<file path="src/rtl/mux_varredura_n.sv">
`default_nettype none
// ============================================================================
// Module  : mux_varredura_n
// Purpose : Registered N-channel, W-bit mux with manual select or automatic
//           scan (fixed dwell per channel) and a wrap pulse per full scan.
// Rev     : 1.0 - initial release
// ============================================================================
module mux_varredura_n #(
    parameter int N   = 4,
    parameter int W   = 4,
    parameter int SW  = 2,
    parameter int DIV = 1000
) (
    input  logic              clock,
    input  logic              reset,
    input  logic [N*W-1:0]    D,
    input  logic [SW-1:0]     SEL,
    input  logic              modo,
    input  logic              pausa,
    output logic [W-1:0]      OUT,
    output logic [SW-1:0]     canal,
    output logic              fim_ciclo
);

    localparam int CW = (DIV > 1) ? $clog2(DIV) : 1;

    localparam logic [SW:0]   c_n_chan   = (SW+1)'(N);
    localparam logic [SW-1:0] c_last_ch  = SW'(N - 1);
    localparam logic [CW-1:0] c_last_cnt = CW'(DIV - 1);

    logic [CW-1:0] r_cnt;
    logic [CW-1:0] w_cnt_next;
    logic [SW-1:0] w_canal_next;
    logic [W-1:0]  w_data_sel;
    logic          w_zero_out;
    logic          w_wrap;

    always_comb begin
        w_canal_next = canal;
        w_cnt_next   = '0;
        w_zero_out   = 1'b0;
        w_wrap       = 1'b0;
        if (!modo) begin
            // Out-of-range select holds the channel but blanks the output
            if ({1'b0, SEL} < c_n_chan) begin
                w_canal_next = SEL;
            end else begin
                w_zero_out = 1'b1;
            end
        end else if (pausa) begin
            w_cnt_next = r_cnt;
        end else if (r_cnt == c_last_cnt) begin
            w_cnt_next = '0;
            if (canal == c_last_ch) begin
                w_canal_next = '0;
                w_wrap       = 1'b1;
            end else begin
                w_canal_next = canal + SW'(1);
            end
        end else begin
            w_cnt_next = r_cnt + CW'(1);
        end
    end

    always_comb begin
        w_data_sel = '0;
        for (int i = 0; i < N; i++) begin
            if (w_canal_next == SW'(i)) begin
                w_data_sel = D[i*W +: W];
            end
        end
    end

    always_ff @(posedge clock or posedge reset) begin
        if (reset) begin
            r_cnt     <= '0;
            canal     <= '0;
            OUT       <= '0;
            fim_ciclo <= 1'b0;
        end else begin
            r_cnt     <= w_cnt_next;
            canal     <= w_canal_next;
            OUT       <= w_zero_out ? '0 : w_data_sel;
            fim_ciclo <= w_wrap;
        end
    end

endmodule
`default_nettype wire

</file>
<file path="config.mk">
export PLATFORM = sky130hd
export DESIGN_NAME = mux_varredura_n
export DESIGN_NICKNAME = d
export VERILOG_FILES = /design/src/rtl/mux_varredura_n.sv
export SDC_FILE = /design/constraint.sdc
export NUM_CORES = 1
export LEC_CHECK = 0
export ABC_AREA = 1
export CAP_MARGIN = 20
export CORE_UTILIZATION = 47
export CTS_CLUSTER_SIZE = 20
export DETAILED_ROUTE_END_ITERATION = 6
export PLACE_DENSITY = 0.75
export SLEW_MARGIN = 20
export SYNTH_ARGS = -nofsm -noshare
export SYNTH_HDL_FRONTEND = slang
export SYNTH_SLANG_ARGS = --single-unit
</file>
<file path="constraint.sdc">
create_clock -name clock -period 2.4 [get_ports clock]
set_clock_uncertainty 0.15 [all_clocks]
set_input_delay 0.72 -clock clock [delete_from_list [all_inputs] [get_ports clock]]
set_output_delay 0.72 -clock clock [all_outputs]
set_load 0.02 [all_outputs]
</file>
* Yosys cells after proc, flatten, opt, wreduce, memory -nomap -nowiden *
Cells that the tools add are included.

word-level totals
  bits of input ports = 22
  output and inout port bits = 7
  register bits after elaboration = 17
  logic and storage cells = 28

cells by class
  equality and inequality tests = 6
  $add $sub $neg = 2
  reductions and logical operators = 1
  muxes and demuxes = 15

operator list
  operator               count
  $mux 10                3
  $mux 4                 4
  $add 10x1->10 const B  1
  $eq 10x10->1 const B   1
  $mux 2                 4
  $eq 2x2->1 const B     3
  $mux 1                 4
  $add 2x1->2 const B    1
  $eq 2x1->1 const B     1
  $logic_not 2->1        1
  $ne 2x2->1 const B     1

* Longest topological paths before layout *
Gate-level depths: netlist of run 1.

  word-level depth = 10
  mapped depth = 10
  depth with buffers taken out = 10

* Least setup slack after synthesis of run 1 *
No wires, ideal clock.

  kind = in2reg
  start = input modo
  end = register r_cnt[9]
  slack = 0.610 ns
  data arrival time = 1.554 ns
  buffers on the path = 1
  data required time = 2.164 ns
  stages on the path = 8
  setup time = 0.086 ns
  path through = buf_6 nand2_2 inv_2 nor3_2 nand4_2 nor2_1 a21oi_1 nor3_1

between the ends
  word-level cells in the longest chain between the ends = 1
  elaborated cells on any way between the ends = 2
  those cells by class = eq/ne (1); mux (1)

ends and longest elaborated chain
  element                                          line  RTL
  start: declaration                               18    input logic modo,
  $ne 2x2->1 (no line) or $mux 10 (tied branches)  -
  end signal: assignment                           81    r_cnt <= w_cnt_next;
  end: declaration                                 31    logic [CW-1:0] r_cnt;

Several ways; a longest one is shown, not always the timed one.
A chain may end at the register's enable or synchronous reset.

* Worst setup path in the final report of run 1 *
  start = register canal[1]
  end = output canal[1]

RTL lines
  element                   line  RTL
  start: declaration        21    output logic [SW-1:0] canal,
  start signal: assignment  82    canal <= w_canal_next;

No word-level cell between the ends.

==> metrics.yaml, run 1 <==
synth:
  synthCells: 129
  yosysSeqAreaShare: 0.390
  ys_warn_count: 0
  synth.distinct_cells: 27
  synth_top_area_frac: 0.390
  synth.area.top_cells: "dfrtp_1, nand3_1, inv_1"
  synth_top_cell_by_area: "dfrtp_1"
  syn_avg_cell_area_um2: 8.46
  synth-seq-cells: 17
  syn-num-nets: 153
  synth_area_um2: 1090
sta:
  hold_viol_final: 0
  fin_tns_setup_ns: 0
  fmax_mhz: 445
  worstMarginPinSlew_ns: 0.377
  setup_violations: 0
  relSlewSlack: 0.746
  period_needed_ns: 2.25
  min_period_over_period: 0.936
  grt_setup_unrepaired: "false"
  setup_slack_ns: 0.153
  slew_violations: 0
worst_setup_path:
  cpPeakStageDelay_ns: 0.64
  reg2regPathDepth: 8
  arrival_ns: 1.38
  path_cells: "clkdlybuf4s50_1"
  required_ns: 1.53
  worstSetupStartpoint: "canal[1]"
  critical_path_class: "register to output port"
  crit_path_top_delay_cell: "clkdlybuf4s50_1"
  crit_buf_inv: 1
  startpoint_type: "register"
  crit_fanout: 4
  path_delay_family: "buffers and inverters"
  endpoint_kind: "output port"
  r2r_end: "OUT[2]"
  r2r_slack_ns: 0.56
  r2r_start: "r_cnt[0]"
placement:
  dp_hpwl_um: 1920
  post-place-ws_ns: 0.0329
  gp_congestion: 0.836
  portBuffers: 28
clock_tree:
  clockBufferDepth: 2
  cts_made_buffers: 3
  cts_max_level: 1
  cts_hold_buffers: 0
  cts-root-buf: "clkbuf_4"
  clk_latency_ns: 0.29
  tritoncts: "done"
  clk_pin_slew_ns: 0.10
  clkSinkCount: 17
  cts_setup_buffers: 0
  post_cts_resized: 0
die:
  die_width_um: 50.2
  fp-row-count: 17
  die_y_um: 50.2
  start_util: 0.498
  die_area_um2: 2520
  num_io_pins: 29
  coreArea_um2: 2190
final_layout:
  multi_input_area_um2: 587
  nets: 189
  seq_area_um2: 425
  final_cell_mix: "clkdlybuf4s50_1, nand3_1, dfrtp_1, nand2_1, inv_1"
  fillers: 191
  diodes: 0
  final_common_cell: "clkdlybuf4s50_1"
  area_delta_synth_final_pct: 33.1
  final_util: 0.663
  drive_gt1_frac: 0.189
grt:
  grt_overflow: 0
  grt_pass1_vias: 981
  grt_max_degree: 18
  grt_antenna_before_repair: 0
  track_usage: 0.205
  grt_pass1_wl_um: 3960
power_and_ir_drop:
  p_leak_nw: 0.668
  irDropWorstVdd_mv: 0.343
  intPower_mw: 0.468
  pwr-share-clk: 0.228
  switching_share: 0.307
  power.switching_mw: 0.207
  p_total_mw: 0.675
  power.density_nw_per_um2: 465
  pwr-share-seq: 0.495
  p_comb_frac: 0.277
outcome:
  run_status: "completed"
hold_path:
  holdPathStages: 1
  hp-start: "r_cnt[0]"
  hold_path_class: "register to register"
  min_to: "r_cnt[0]"
routing:
  viasPerCell: 5.22
  firstDrtPassIters: 4
  routed_wl_um: 2270
  wire_per_inst_um: 11.8
  vias: 1002
  drt_iter0_markers: 16
  route.detailed.drc: 0
  drtAntennaViolNets: 0
job:
  max_cap_violations: 0
-- per-layer routing --
layer | track usage | routed length (um)
met5 | 0 | 0
met4 | 0.0714 | 31
met3 | 0.0303 | 72
met2 | 0.358 | 1170
met1 | 0.254 | 1000
-- how the worst max path moves through the flow --
stage               slack [ns]  cells past startpoint        to
CTS                       0.14                      1  canal[1]
detailed placement        0.03                      8  r_cnt[9]
finish                    0.15                      1  canal[1]
floorplan                 0.61                      8  r_cnt[9]
global route               0.1                      1  canal[1]
global placement          0.07                      7    OUT[2]
-- kinds of logic after synthesis --
group | count (synthesis) | synth area share
AOI/OAI and AO/OA | 9 | 0.0493
xor gates and xnor gates | 1 | 0.00803
DFF | 17 | 0.390
adders and majority gates | 2 | 0.0229
and+or+nand+nor | 81 | 0.458
buffers and inverters | 19 | 0.0722
-- per-stage QoR --
step | hold WS (ns) | cell area [um2] | instances
after global placement | 0.355 | 1430 | 188
after global routing | 0.399 | 1450 | 192
after detailed placement | 0.351 | 1430 | 188
final | 0.371 | 1450 | 192
after CTS | 0.367 | 1450 | 192
after floorplan | 0.318 | 1090 | 129
-- state kept, by name, indices dropped and copies added, names as in the netlist --
signal     count
OUT            4
r_cnt         10
fim_ciclo      1
canal          2
-- cells in the mapped netlist (all sizes together) --
master,n
nand2,22
or2,2
buf,1
nor3,5
xor2,1
nand4,10
a21oi,6
dfrtp,17
nor3b,1
a211oi,1
nand3b,1
nand3,19
o22ai,1
a32o,1
nor2,18
nor4,3
inv,18
ha,2
-- power by group through the flow --
stage	combinational [mW]	sequential, mW	clock (mW)
after global placement	0.187	0.339	0
after CTS	0.189	0.334	0.159
after global routing	0.208	0.338	0.169
final	0.187	0.334	0.154
after detailed placement	0.188	0.339	0
after floorplan	0.0875	0.352	0
-- area by class of cell --
class / count / area share
clock buffer: 3 / 0.0155
clock inverter: 1 / 0.00345
inverter: 18 / 0.0465
multi-input combinational: 93 / 0.404
sequential: 17 / 0.293
tap: 28 / 0.0241
timing repair buffer: 32 / 0.214
Power figures use the tool's default switching activity.
==> run 2, diff against run 1 <==
SETUP_SLACK_MARGIN = 0.3   (was not set)
==> metrics.yaml, run 2 (synthesized netlist as in run 1, its figures left out) <==
routing:
  route.detailed.drc: 0  # unchanged
  firstDrtPassIters: 4  # unchanged
  vias: 1013  # was 1002
  wire_per_inst_um: 11.9  # was 11.8 um
  routed_wl_um: 2300  # was 2270 um
  viasPerCell: 5.22  # about the same
  drt_iter0_markers: 18  # was 16
  drtAntennaViolNets: 0  # unchanged
final_layout:
  largest_reg_flops: 10  # unchanged
  final_cell_mix: "clkdlybuf4s50_1, nand3_1, dfrtp_1, nand2_1, inv_1"  # unchanged
  multi_input_area_um2: 598  # was 587 um2
  nets: 191  # was 189
  area_delta_synth_final_pct: 35.2  # was 33.1%
  top_register: "r_cnt"  # unchanged
  fin_cells: 194  # was 192
  fillers: 189  # was 191
  seq_area_um2: 425  # unchanged
  fin_area_um2: 1480  # was 1450 um2
  reg_top3: "r_cnt (10), OUT (4), canal (2)"  # unchanged
  drive_gt1_frac: 0.205  # was 0.189
  diodes: 0  # unchanged
  final_common_cell: "clkdlybuf4s50_1"  # unchanged
sta:
  relSlewSlack: 0.739  # was 0.746
  fmax_mhz: 510  # was 445 MHz
  worstMarginPinSlew_ns: 0.388  # was 0.377 ns
  setup_violations: 0  # unchanged
  period_needed_ns: 1.96  # was 2.25 ns
  fin_tns_setup_ns: 0  # unchanged
  hold_slack_ns: 0.369  # was 0.371 ns
  min_period_over_period: 0.818  # was 0.936
  slew_violations: 0  # unchanged
  grt_setup_unrepaired: "false"  # unchanged
  hold_viol_final: 0  # unchanged
hold_path:
  hold_path_class: "register to register"  # unchanged
  holdPathStages: 1  # unchanged
  min_to: "r_cnt[0]"  # unchanged
  hp-start: "r_cnt[0]"  # unchanged
die:
  die_y_um: 50.2  # unchanged
  fp-row-count: 17  # unchanged
  coreArea_um2: 2190  # unchanged
  die_width_um: 50.2  # unchanged
  num_io_pins: 29  # unchanged
  die_area_um2: 2520  # unchanged
  start_util: 0.498  # unchanged
power_and_ir_drop:
  p_leak_nw: 0.721  # was 0.668 nW
  irDropWorstVdd_mv: 0.346  # was 0.343 mV
  power.density_nw_per_um2: 455  # was 465 nW/um2
job:
  max_cap_violations: 0  # unchanged
worst_setup_path:
  crit_path_top_delay_cell: "dfrtp_1"  # was clkdlybuf4s50_1
  critical_path_class: "register to output port"  # unchanged
  crit_fanout: 5  # was 4
  arrival_ns: 1.09  # was 1.38 ns
  required_ns: 1.53  # about the same
  r2r_slack_ns: 0.59  # was 0.56 ns
  r2r_start: "r_cnt[0]"  # unchanged
  reg2regPathDepth: 10  # was 8
  cpPeakStageDelay_ns: 0.44  # was 0.64 ns
  r2r_end: "OUT[1]"  # was OUT[2]
  path_cells: "dlygate4sd2_1"  # was clkdlybuf4s50_1
  startpoint_type: "register"  # unchanged
  crit_buf_inv: 1  # unchanged
  path_delay_family: "flip-flops"  # was buffers and inverters
  endpoint_kind: "output port"  # unchanged
clock_tree:
  clk_pin_slew_ns: 0.10  # about the same
  cts-root-buf: "clkbuf_4"  # unchanged
  clkSinkCount: 17  # unchanged
  clk_latency_ns: 0.29  # about the same
  cts_max_level: 1  # unchanged
  tritoncts: "done"  # unchanged
  cts_made_buffers: 3  # unchanged
  clockBufferDepth: 2  # unchanged
grt:
  grt_overflow: 0  # unchanged
  grt_antenna_before_repair: 0  # unchanged
  grt_pass1_vias: 981  # unchanged
  track_usage: 0.205  # unchanged
  grt_max_degree: 18  # unchanged
  grt_pass1_wl_um: 3960  # unchanged
placement:
  gp_congestion: 0.836  # unchanged
  dpl.cell_count: 188  # unchanged
  dpl_cell_area_um2: 1430  # unchanged
  portBuffers: 28  # unchanged
  dp_hpwl_um: 1920  # unchanged
outcome:
  run_status: "completed"  # unchanged
run 2: cell count changes in the layout (fill, tap and decap cells not counted), moves of 2 or more:
cell / delta
dlymetal6s2s_1: +2
buf_4: +2
dlygate4sd2_1: +7
clkdlybuf4s50_1: -9
run 2: through the flow:
step                 util  power [mW]  setup WS, ns
CTS                 0.659       0.671         0.337
global route        0.673       0.711         0.384
finish              0.673       0.671         0.437
floorplan               -       0.439         0.610
detailed placement  0.650       0.527        0.0329
global placement    0.650       0.526        0.0652
run 2: what timing repair did:
item,in CTS,in global routing
pin swaps,0,2
resized for setup,7,4
buffers inserted,0,2
setup endpoints to repair,7,5
hold endpoints to repair,0,0
hold buffers,0,0
run 2: area by class of cell:
class                           count  area share
Timing Repair Buffer               34       0.218
Clock inverter                      1     0.00339
Inverter                           18      0.0458
Tap cell                           28      0.0237
Multi-Input combinational cell     93       0.405
Clock buffer                        3      0.0153
Sequential cell                    17       0.288
run 2: how the worst max path moves through the flow:
stage | from | to | slack (ns) | cells past startpoint
3_5_place_dp | pausa | r_cnt[9] | 0.03 | 8
6_report | canal[0] | canal[0] | 0.44 | 1
5_1_grt | canal[1] | canal[1] | 0.38 | 1
2_1_floorplan | modo | r_cnt[9] | 0.61 | 8
4_1_cts | pausa | r_cnt[9] | 0.34 | 8
3_3_place_gp | pausa | OUT[2] | 0.07 | 7
run 2: metal layers:
metal / wire, um / GRT usage / vias to the layer above
met1: 1030 / 0.254 / 469
li1: - / - / 518
met5: 0 / 0 / -
met3: 71 / 0.0303 / 4
met4: 29 / 0.0714 / 0
met2: 1170 / 0.358 / 22
run 2: power breakdown:
part           total, mW  leakage, nW  switching, mW  internal, mW
sequential         0.333        0.224         0.0206         0.313
clock              0.154       0.0177         0.0923        0.0620
combinational      0.184        0.480         0.0984        0.0853
total              0.671        0.721          0.211         0.460
